<file path="src/rtl/ofdm_rx_pkg.sv">
// ofdm_rx_pkg
// Definitions shared by the Rx demapper and the frame sequencer in front of it:
//   - default frame geometry (samples per symbol, symbols per frame, preamble length)
//   - frame sequencer state encoding (frame_state_t)
//   - demapper configuration record demap_cfg_t = {ss, m, bw}
//   - bw_legal(): bandwidth indices 0..6 are legal, 7 is reserved
package ofdm_rx_pkg;

  localparam int DEF_SYMB_LEN   = 1024;
  localparam int DEF_FRAME_SIZE = 50;
  localparam int DEF_N_PREAM    = 2;

  localparam logic [2:0] BW_MAX = 3'd6;

  // State encodings are fixed so they stay stable for debug tooling.
  localparam logic [1:0] S_IDLE     = 2'd0;
  localparam logic [1:0] S_WAIT_SOF = 2'd1;
  localparam logic [1:0] S_PREAM    = 2'd2;
  localparam logic [1:0] S_DATA     = 2'd3;

  typedef enum logic [1:0] {
    ST_IDLE     = S_IDLE,
    ST_WAIT_SOF = S_WAIT_SOF,
    ST_PREAM    = S_PREAM,
    ST_DATA     = S_DATA
  } frame_state_t;

  typedef struct packed {
    logic [3:0] ss;
    logic [2:0] m;
    logic [2:0] bw;
  } demap_cfg_t;

  function automatic logic bw_legal(input logic [2:0] bw);
    return (bw <= BW_MAX);
  endfunction

endpackage

</file>
<file path="src/rtl/demap_cfg_shadow.sv">
// demap_cfg_shadow
// One-entry pending register for demapper configuration.
// Ports:
//   clk, rst        : clock, synchronous active-low reset
//   cfg_valid/ready : configuration handshake
//   cfg_ss/m/bw     : offered configuration
//   consume         : frame start strobe; empties the pending entry
//   pending_vld     : a configuration is held and waiting for a frame start
//   pending         : the held configuration
//   err_cfg         : one-cycle pulse, an illegal bandwidth index was accepted
//
// Handshake: a transfer happens on every edge where cfg_valid & cfg_ready are
// both high. cfg_ready is high exactly when no configuration is pending, and
// depends only on registered state (never on cfg_valid). The offering side must
// hold cfg_* stable while cfg_valid is high and cfg_ready low.
module demap_cfg_shadow
  import ofdm_rx_pkg::*;
(
  input  logic       clk,
  input  logic       rst,
  input  logic       cfg_valid,
  output logic       cfg_ready,
  input  logic [3:0] cfg_ss,
  input  logic [2:0] cfg_m,
  input  logic [2:0] cfg_bw,
  input  logic       consume,
  output logic       pending_vld,
  output demap_cfg_t pending,
  output logic       err_cfg
);

  logic accept;
  logic legal;

  assign cfg_ready = ~pending_vld;
  assign accept    = cfg_valid & cfg_ready;
  assign legal     = bw_legal(cfg_bw);

  always_ff @(posedge clk) begin
    if (!rst) begin
      pending_vld <= 1'b0;
      pending     <= '0;
      err_cfg     <= 1'b0;
    end else begin
      // Illegal configurations complete the handshake but are dropped.
      err_cfg <= accept & ~legal;
      // accept implies the register is empty, so it never races a consume.
      if (accept && legal) begin
        pending_vld <= 1'b1;
        pending     <= '{ss: cfg_ss, m: cfg_m, bw: cfg_bw};
      end else if (consume) begin
        pending_vld <= 1'b0;
      end
    end
  end

endmodule

</file>
<file path="src/rtl/demap_frame_ctrl.sv">
// demap_frame_ctrl
// Frame sequencer in front of the Rx demapper. Tracks sample and symbol
// position inside a frame, forwards samples with a one-cycle registered
// latency, and applies configuration only at frame starts.
// Ports:
//   clk, rst              : clock, synchronous active-low reset
//   start                 : level, arms frame acquisition
//   frame_sync, ival, isop: input stream markers
//   subc_i, subc_q        : input samples
//   cfg_*                 : configuration handshake (see demap_cfg_shadow)
//   oval, osop, osubc_*   : forwarded stream
//   frame_counter         : symbol index in the frame of the forwarded sample
//   enable                : demapper subcarrier-counter enable (equals oval)
//   index_ss/M/bw         : configuration of the current frame
//   busy                  : in preamble or data part of a frame
//   frame_done, err_len   : one-cycle pulses aligned with the output stream
//   err_cfg               : one-cycle pulse, illegal configuration dropped
//   fsm_state             : current state, for debug
module demap_frame_ctrl
  import ofdm_rx_pkg::*;
#(
  parameter int SYMB_LEN   = DEF_SYMB_LEN,
  parameter int FRAME_SIZE = DEF_FRAME_SIZE,
  parameter int N_PREAM    = DEF_N_PREAM,
  parameter int fft_depth  = 12
)(
  input  logic                 clk,
  input  logic                 rst,
  input  logic                 start,
  input  logic                 frame_sync,
  input  logic                 ival,
  input  logic                 isop,
  input  logic [fft_depth-1:0] subc_i,
  input  logic [fft_depth-1:0] subc_q,
  input  logic                 cfg_valid,
  output logic                 cfg_ready,
  input  logic [3:0]           cfg_ss,
  input  logic [2:0]           cfg_m,
  input  logic [2:0]           cfg_bw,
  output logic                 oval,
  output logic                 osop,
  output logic [fft_depth-1:0] osubc_i,
  output logic [fft_depth-1:0] osubc_q,
  output logic [6:0]           frame_counter,
  output logic                 enable,
  output logic [3:0]           index_ss,
  output logic [2:0]           index_M,
  output logic [2:0]           index_bw,
  output logic                 busy,
  output logic                 frame_done,
  output logic                 err_len,
  output logic                 err_cfg,
  output frame_state_t         fsm_state
);

  localparam int CNT_W = $clog2(SYMB_LEN + 1);
  localparam logic [CNT_W-1:0] LEN_C   = CNT_W'(SYMB_LEN);
  localparam logic [CNT_W-1:0] ONE_C   = CNT_W'(1);
  localparam logic [6:0]       FC_LAST = 7'(FRAME_SIZE - 1);
  localparam logic [6:0]       NP_C    = 7'(N_PREAM);

  frame_state_t     state, state_nxt;
  logic [CNT_W-1:0] cnt, cnt_nxt;
  logic [6:0]       fc_nxt;
  logic             fwd, sop_nxt, err_nxt, last_nxt, frame_start;

  logic       pending_vld;
  demap_cfg_t pending;

  demap_cfg_shadow u_cfg_shadow (
    .clk         (clk),
    .rst         (rst),
    .cfg_valid   (cfg_valid),
    .cfg_ready   (cfg_ready),
    .cfg_ss      (cfg_ss),
    .cfg_m       (cfg_m),
    .cfg_bw      (cfg_bw),
    .consume     (frame_start),
    .pending_vld (pending_vld),
    .pending     (pending),
    .err_cfg     (err_cfg)
  );

  always_comb begin
    state_nxt   = state;
    cnt_nxt     = cnt;
    fc_nxt      = frame_counter;
    fwd         = 1'b0;
    sop_nxt     = 1'b0;
    err_nxt     = 1'b0;
    frame_start = 1'b0;
    case (state)
      ST_IDLE: begin
        if (start) state_nxt = ST_WAIT_SOF;
      end
      ST_WAIT_SOF: begin
        if (!start) begin
          state_nxt = ST_IDLE;
        end else if (ival && isop && frame_sync) begin
          frame_start = 1'b1;
          fwd         = 1'b1;
          sop_nxt     = 1'b1;
          cnt_nxt     = ONE_C;
          fc_nxt      = 7'd0;
          state_nxt   = (N_PREAM == 0) ? ST_DATA : ST_PREAM;
        end
      end
      ST_PREAM, ST_DATA: begin
        if (ival) begin
          if (isop) begin
            if (cnt == LEN_C) begin
              fwd     = 1'b1;
              sop_nxt = 1'b1;
              cnt_nxt = ONE_C;
              fc_nxt  = frame_counter + 7'd1;
              if (state == ST_PREAM && fc_nxt == NP_C) state_nxt = ST_DATA;
            end else begin
              err_nxt   = 1'b1;
              state_nxt = ST_WAIT_SOF;
            end
          end else if (cnt == LEN_C) begin
            // Symbol full but no isop: the stream has lost alignment.
            err_nxt   = 1'b1;
            state_nxt = ST_WAIT_SOF;
          end else begin
            fwd     = 1'b1;
            cnt_nxt = cnt + ONE_C;
          end
        end
      end
      default: state_nxt = ST_IDLE;
    endcase
    // Checked on the post-update counters so degenerate geometries
    // (one-sample symbols, one-symbol frames) also terminate correctly.
    last_nxt = fwd && (fc_nxt == FC_LAST) && (cnt_nxt == LEN_C);
    if (last_nxt) state_nxt = start ? ST_WAIT_SOF : ST_IDLE;
  end

  always_ff @(posedge clk) begin
    if (!rst) begin
      state         <= ST_IDLE;
      cnt           <= '0;
      frame_counter <= 7'd0;
      oval          <= 1'b0;
      osop          <= 1'b0;
      enable        <= 1'b0;
      frame_done    <= 1'b0;
      err_len       <= 1'b0;
      osubc_i       <= '0;
      osubc_q       <= '0;
      index_ss      <= 4'd0;
      index_M       <= 3'd0;
      index_bw      <= 3'd0;
    end else begin
      state         <= state_nxt;
      cnt           <= cnt_nxt;
      frame_counter <= fc_nxt;
      oval          <= fwd;
      osop          <= sop_nxt;
      enable        <= fwd;
      frame_done    <= last_nxt;
      err_len       <= err_nxt;
      if (fwd) begin
        osubc_i <= subc_i;
        osubc_q <= subc_q;
      end
      // Without a pending configuration the previous frame's settings stay.
      if (frame_start && pending_vld) begin
        index_ss <= pending.ss;
        index_M  <= pending.m;
        index_bw <= pending.bw;
      end
    end
  end

  assign busy      = (state == ST_PREAM) || (state == ST_DATA);
  assign fsm_state = state;

endmodule

</file>
<file path="config.mk">
export PLATFORM = sky130hd
export DESIGN_NAME = demap_frame_ctrl
export DESIGN_NICKNAME = d
export VERILOG_FILES = /design/src/rtl/ofdm_rx_pkg.sv /design/src/rtl/demap_cfg_shadow.sv /design/src/rtl/demap_frame_ctrl.sv
export SDC_FILE = /design/constraint.sdc
export NUM_CORES = 1
export LEC_CHECK = 0
export CAP_MARGIN = 0
export CORE_ASPECT_RATIO = 1.2
export CORE_MARGIN = 2
export CORE_UTILIZATION = 35
export CTS_CLUSTER_SIZE = 12
export DETAILED_ROUTE_END_ITERATION = 8
export GPL_ROUTABILITY_DRIVEN = 0
export HOLD_SLACK_MARGIN = 0.1
export SKIP_CTS_REPAIR_TIMING = 1
export SYNTH_ARGS = -nofsm -noshare
export SYNTH_HDL_FRONTEND = slang
export SYNTH_SLANG_ARGS = --single-unit
</file>
<file path="constraint.sdc">
create_clock -name clk -period 8.6 [get_ports clk]
set_input_delay 2.15 -clock clk [delete_from_list [all_inputs] [get_ports clk]]
set_output_delay 2.15 -clock clk [all_outputs]
set_load 0.02 [all_outputs]
</file>
==> flow_summary_export.csv <==
group,metric,value,unit
logic_synthesis,synth_cells,396,
grt,grt_pass1_vias,2940,
worst_hold_path,min_to,"osubc_q[1]$_SDFFE_PN0P_",
logic_synthesis,synth_warnings,0,
floorplanning,die_x,92.1,um
sta,setup_ws,3.74,ns
finish,drive_above_1_share,7.05,%
floorplanning,dieArea,10100,um^2
logic_synthesis,syn_avg_cell_area,8.23,um^2
route,drc_errors,0,
clock_network,path_clk_slew,0.07,ns
worst_setup_path,path_class,"primary input to flop",
sta,slew-limit-headroom,38.4,%
logic_synthesis,synth-edff-count,0,
flow_run,cap_violations,0,
route,finalWirelength,9230,um
clock_network,numCtsBuffers,9,
sta,final_hold_viol_count,0,
worst_setup_path,crit_fanout,23,
sta,fin_worst_skew,0.0106,ns
clock_network,tritoncts,"built",
worst_setup_path,worstSetupEndpointType,"flop",
grt,antenna_found_initial,0,
clock_network,h-tree-depth,3,
worst_hold_path,min_path_type,"flop to flop",
route,wire_per_inst,15.3,um
sta,grt_setup_unrepaired,"false",
floorplanning,start_util,36.1,%
logic_synthesis,synth_ff_type,"dfxtp_1",
worst_hold_path,min-delay-start,"osubc_q[1]$_SDFFE_PN0P_",
route,first_iter_violations,160,
finish,areaGrowthSynthToFinish,36.0,%
grt,overflow,0,
finish,multi_input_area,1720,um^2
sta,fmax,0.206,GHz
sta,fin_tns_setup,0,ns
route,viasPerCell,5.12,
route,postRouteAntennaNets,0,
clock_network,clk_latency,0.35,ns
worst_setup_path,cp_data_arrival_time,5.12,ns
grt,grt_pass1_wl,14800,um
logic_synthesis,netlist_top_cells_count,"nand2_1 (90), dfxtp_1 (70), a21oi_1 (44)",
power_and_ir_drop,power_density,149,nW/um^2
finish,seqCellArea,1400,um^2
placed_design,io_buffers,91,
grt,grt_usage,18.7,%
worst_setup_path,r2r_slack,5.26,ns
logic_synthesis,synth_cell_types,58,
grt,grt_max_degree,32,
sta,period_share,56.5,%
logic_synthesis,synthArstFlopShare,0,%
finish,layout.nets,525,
clock_network,cts.sinks,70,
worst_setup_path,r2r-end,"frame_done$_SDFF_PN0_",
logic_synthesis,ys_seq_area_share,43.0,%
logic_synthesis,ys_ff_latch,70,
clock_network,root_buffer,"clkbuf_8",
route,dr.pass1.iters,6,
logic_synthesis,yosysTopAreaCell,"dfxtp_1",
logic_synthesis,synth_top_area_share,43.0,%
sta,setup_viol,0,
floorplanning,core_area,9030,um^2
logic_synthesis,synthMostInstantiatedCell,"nand2_1",
route,vias,3081,
placed_design,dp_slack,3.40,ns
logic_synthesis,synthesis.nets,443,
worst_setup_path,critPathLaunchType,"primary input",
power_and_ir_drop,p_leak,1.52,nW
finish,num_antenna_cells,0,
power_and_ir_drop,peakVddDrop,88.0,uV
logic_synthesis,netlist_area,3260,um^2
worst_hold_path,min_path_cells,2,
floorplanning,rows,38,
sta,period_minus_slack,4.86,ns
sta,maxSlewViolCount,0,
worst_setup_path,r2r_start,"cnt[0]$_SDFF_PN0_",
placed_design,dpl.hpwl,6520,um
outcome,status,"finished, final reports clean",
floorplanning,io_pins,92,
worst_setup_path,cp.required,8.87,ns
finish,fillers,902,
worst_setup_path,r2r_cells,9,
sta,tightest_slew,0.923,ns
floorplanning,die_y,110,um
clock_network,clock_path_buffers,2,
logic_synthesis,synth.area.top_cells,"dfxtp_1 (43%), nand2_1 (10%), a21oi_1 (6.8%)",
how the worst max path moves through the flow:
| stage | from | cells after the start | slack [ns] | endpoint |
|---|---|---|---|---|
| floorplan | ival | 9 | 4.41 | fsm_state[0]$_SDFFE_PN0P_ |
| global placement | isop | 8 | 3.52 | fsm_state[0]$_SDFFE_PN0P_ |
| detailed placement | isop | 8 | 3.40 | fsm_state[0]$_SDFFE_PN0P_ |
| CTS | isop | 8 | 3.76 | fsm_state[0]$_SDFFE_PN0P_ |
| global route | isop | 8 | 3.50 | fsm_state[0]$_SDFFE_PN0P_ |
| finish | isop | 8 | 3.74 | fsm_state[0]$_SDFFE_PN0P_ |
stage by stage:
step	util [%]	instance area (um^2)	hold WS (ns)	total power [mW]	instances
2_1_floorplan	-	3260	0.431	0.373	396
3_3_place_gp	47.0	4240	0.437	0.405	587
3_5_place_dp	47.0	4240	0.443	0.406	587
4_1_cts	49.1	4430	0.456	0.668	602
5_1_grt	49.1	4430	0.476	0.689	602
6_report	49.1	4430	0.451	0.660	602
per-layer routing:
layer  share of wire (%)  GRT usage [%]  routed length [um]
met1                  44           22.9                4020
met2                  46           29.5                4270
met3                 7.4           6.65                 686
met4                 2.6           8.64                 244
met5                   0              0                   0
state kept, by name, indices dropped and copies added, names as in the netlist, 2 cells and up:
name and count:
osubc_i 12, frame_counter 7, index_M 3, cnt 11
fsm_state 2, u_cfg_shadow.pending 10, osubc_q 12, index_bw 3
index_ss 4
where the power goes:
part           switching [mW]  leakage (nW)  internal, mW
combinational          0.0301         0.856        0.0325
clock                   0.122        0.0952         0.139
sequential            0.00534         0.566         0.331
cells in the final DEF, fill, tap and decap left out, types with 2 or more instances in the layout:
| cell | instances |
|---|---|
| clkdlybuf4s50_1 | 91 |
| nand2_1 | 90 |
| dfxtp_1 | 70 |
| a21oi_1 | 44 |
| nor2_1 | 30 |
| mux2i_1 | 15 |
| inv_1 | 10 |
| nand3_1 | 10 |
| clkbuf_8 | 10 |
| o21ai_0 | 7 |
| and2_1 | 6 |
| nor4_1 | 6 |
| ha_1 | 6 |
| and3_1 | 5 |
| nand4_1 | 5 |
| xor2_1 | 5 |
| nor3_1 | 4 |
| o21ai_1 | 3 |
| o31ai_1 | 3 |
| a211oi_1 | 3 |
| nor2b_1 | 3 |
| o211ai_1 | 3 |
| o221a_2 | 3 |
| buf_4 | 3 |
| or3_4 | 2 |
| nand3b_1 | 2 |
| nor4_4 | 2 |
| o31a_1 | 2 |
| nor4_2 | 2 |
| or2_2 | 2 |
| or3_1 | 2 |
| or4_1 | 2 |
| nand4b_1 | 2 |
| mux2_2 | 2 |
| clkinv_2 | 2 |
worst max-delay path: stages:
cell and delay, ns:
clkdlybuf4s50_1 0.86, nand3b_1 0.40, o31ai_1 0.24, a21oi_1 0.11, a2111oi_0 0.56, nand4b_2 0.23, nor4_4 0.34, mux2i_1 0.22
logic make-up after synthesis:
family	synth area share (%)
compound gates	15.9
xor+xnor	1.34
fa+ha+maj	2.30
buf+inv	4.30
flops	43.0
mux	5.30
simple gates	27.8
final cells by class:
class                      count  area share [%]
multi-input combinational    292            38.8
clock inverter                 4            1.07
clock buffer                  11            3.19
timing repair buffer          94            21.1
sequential                    70            31.6
tap                          120            3.39
inverter                      11           0.931
(Power assumes the default switching activity.)
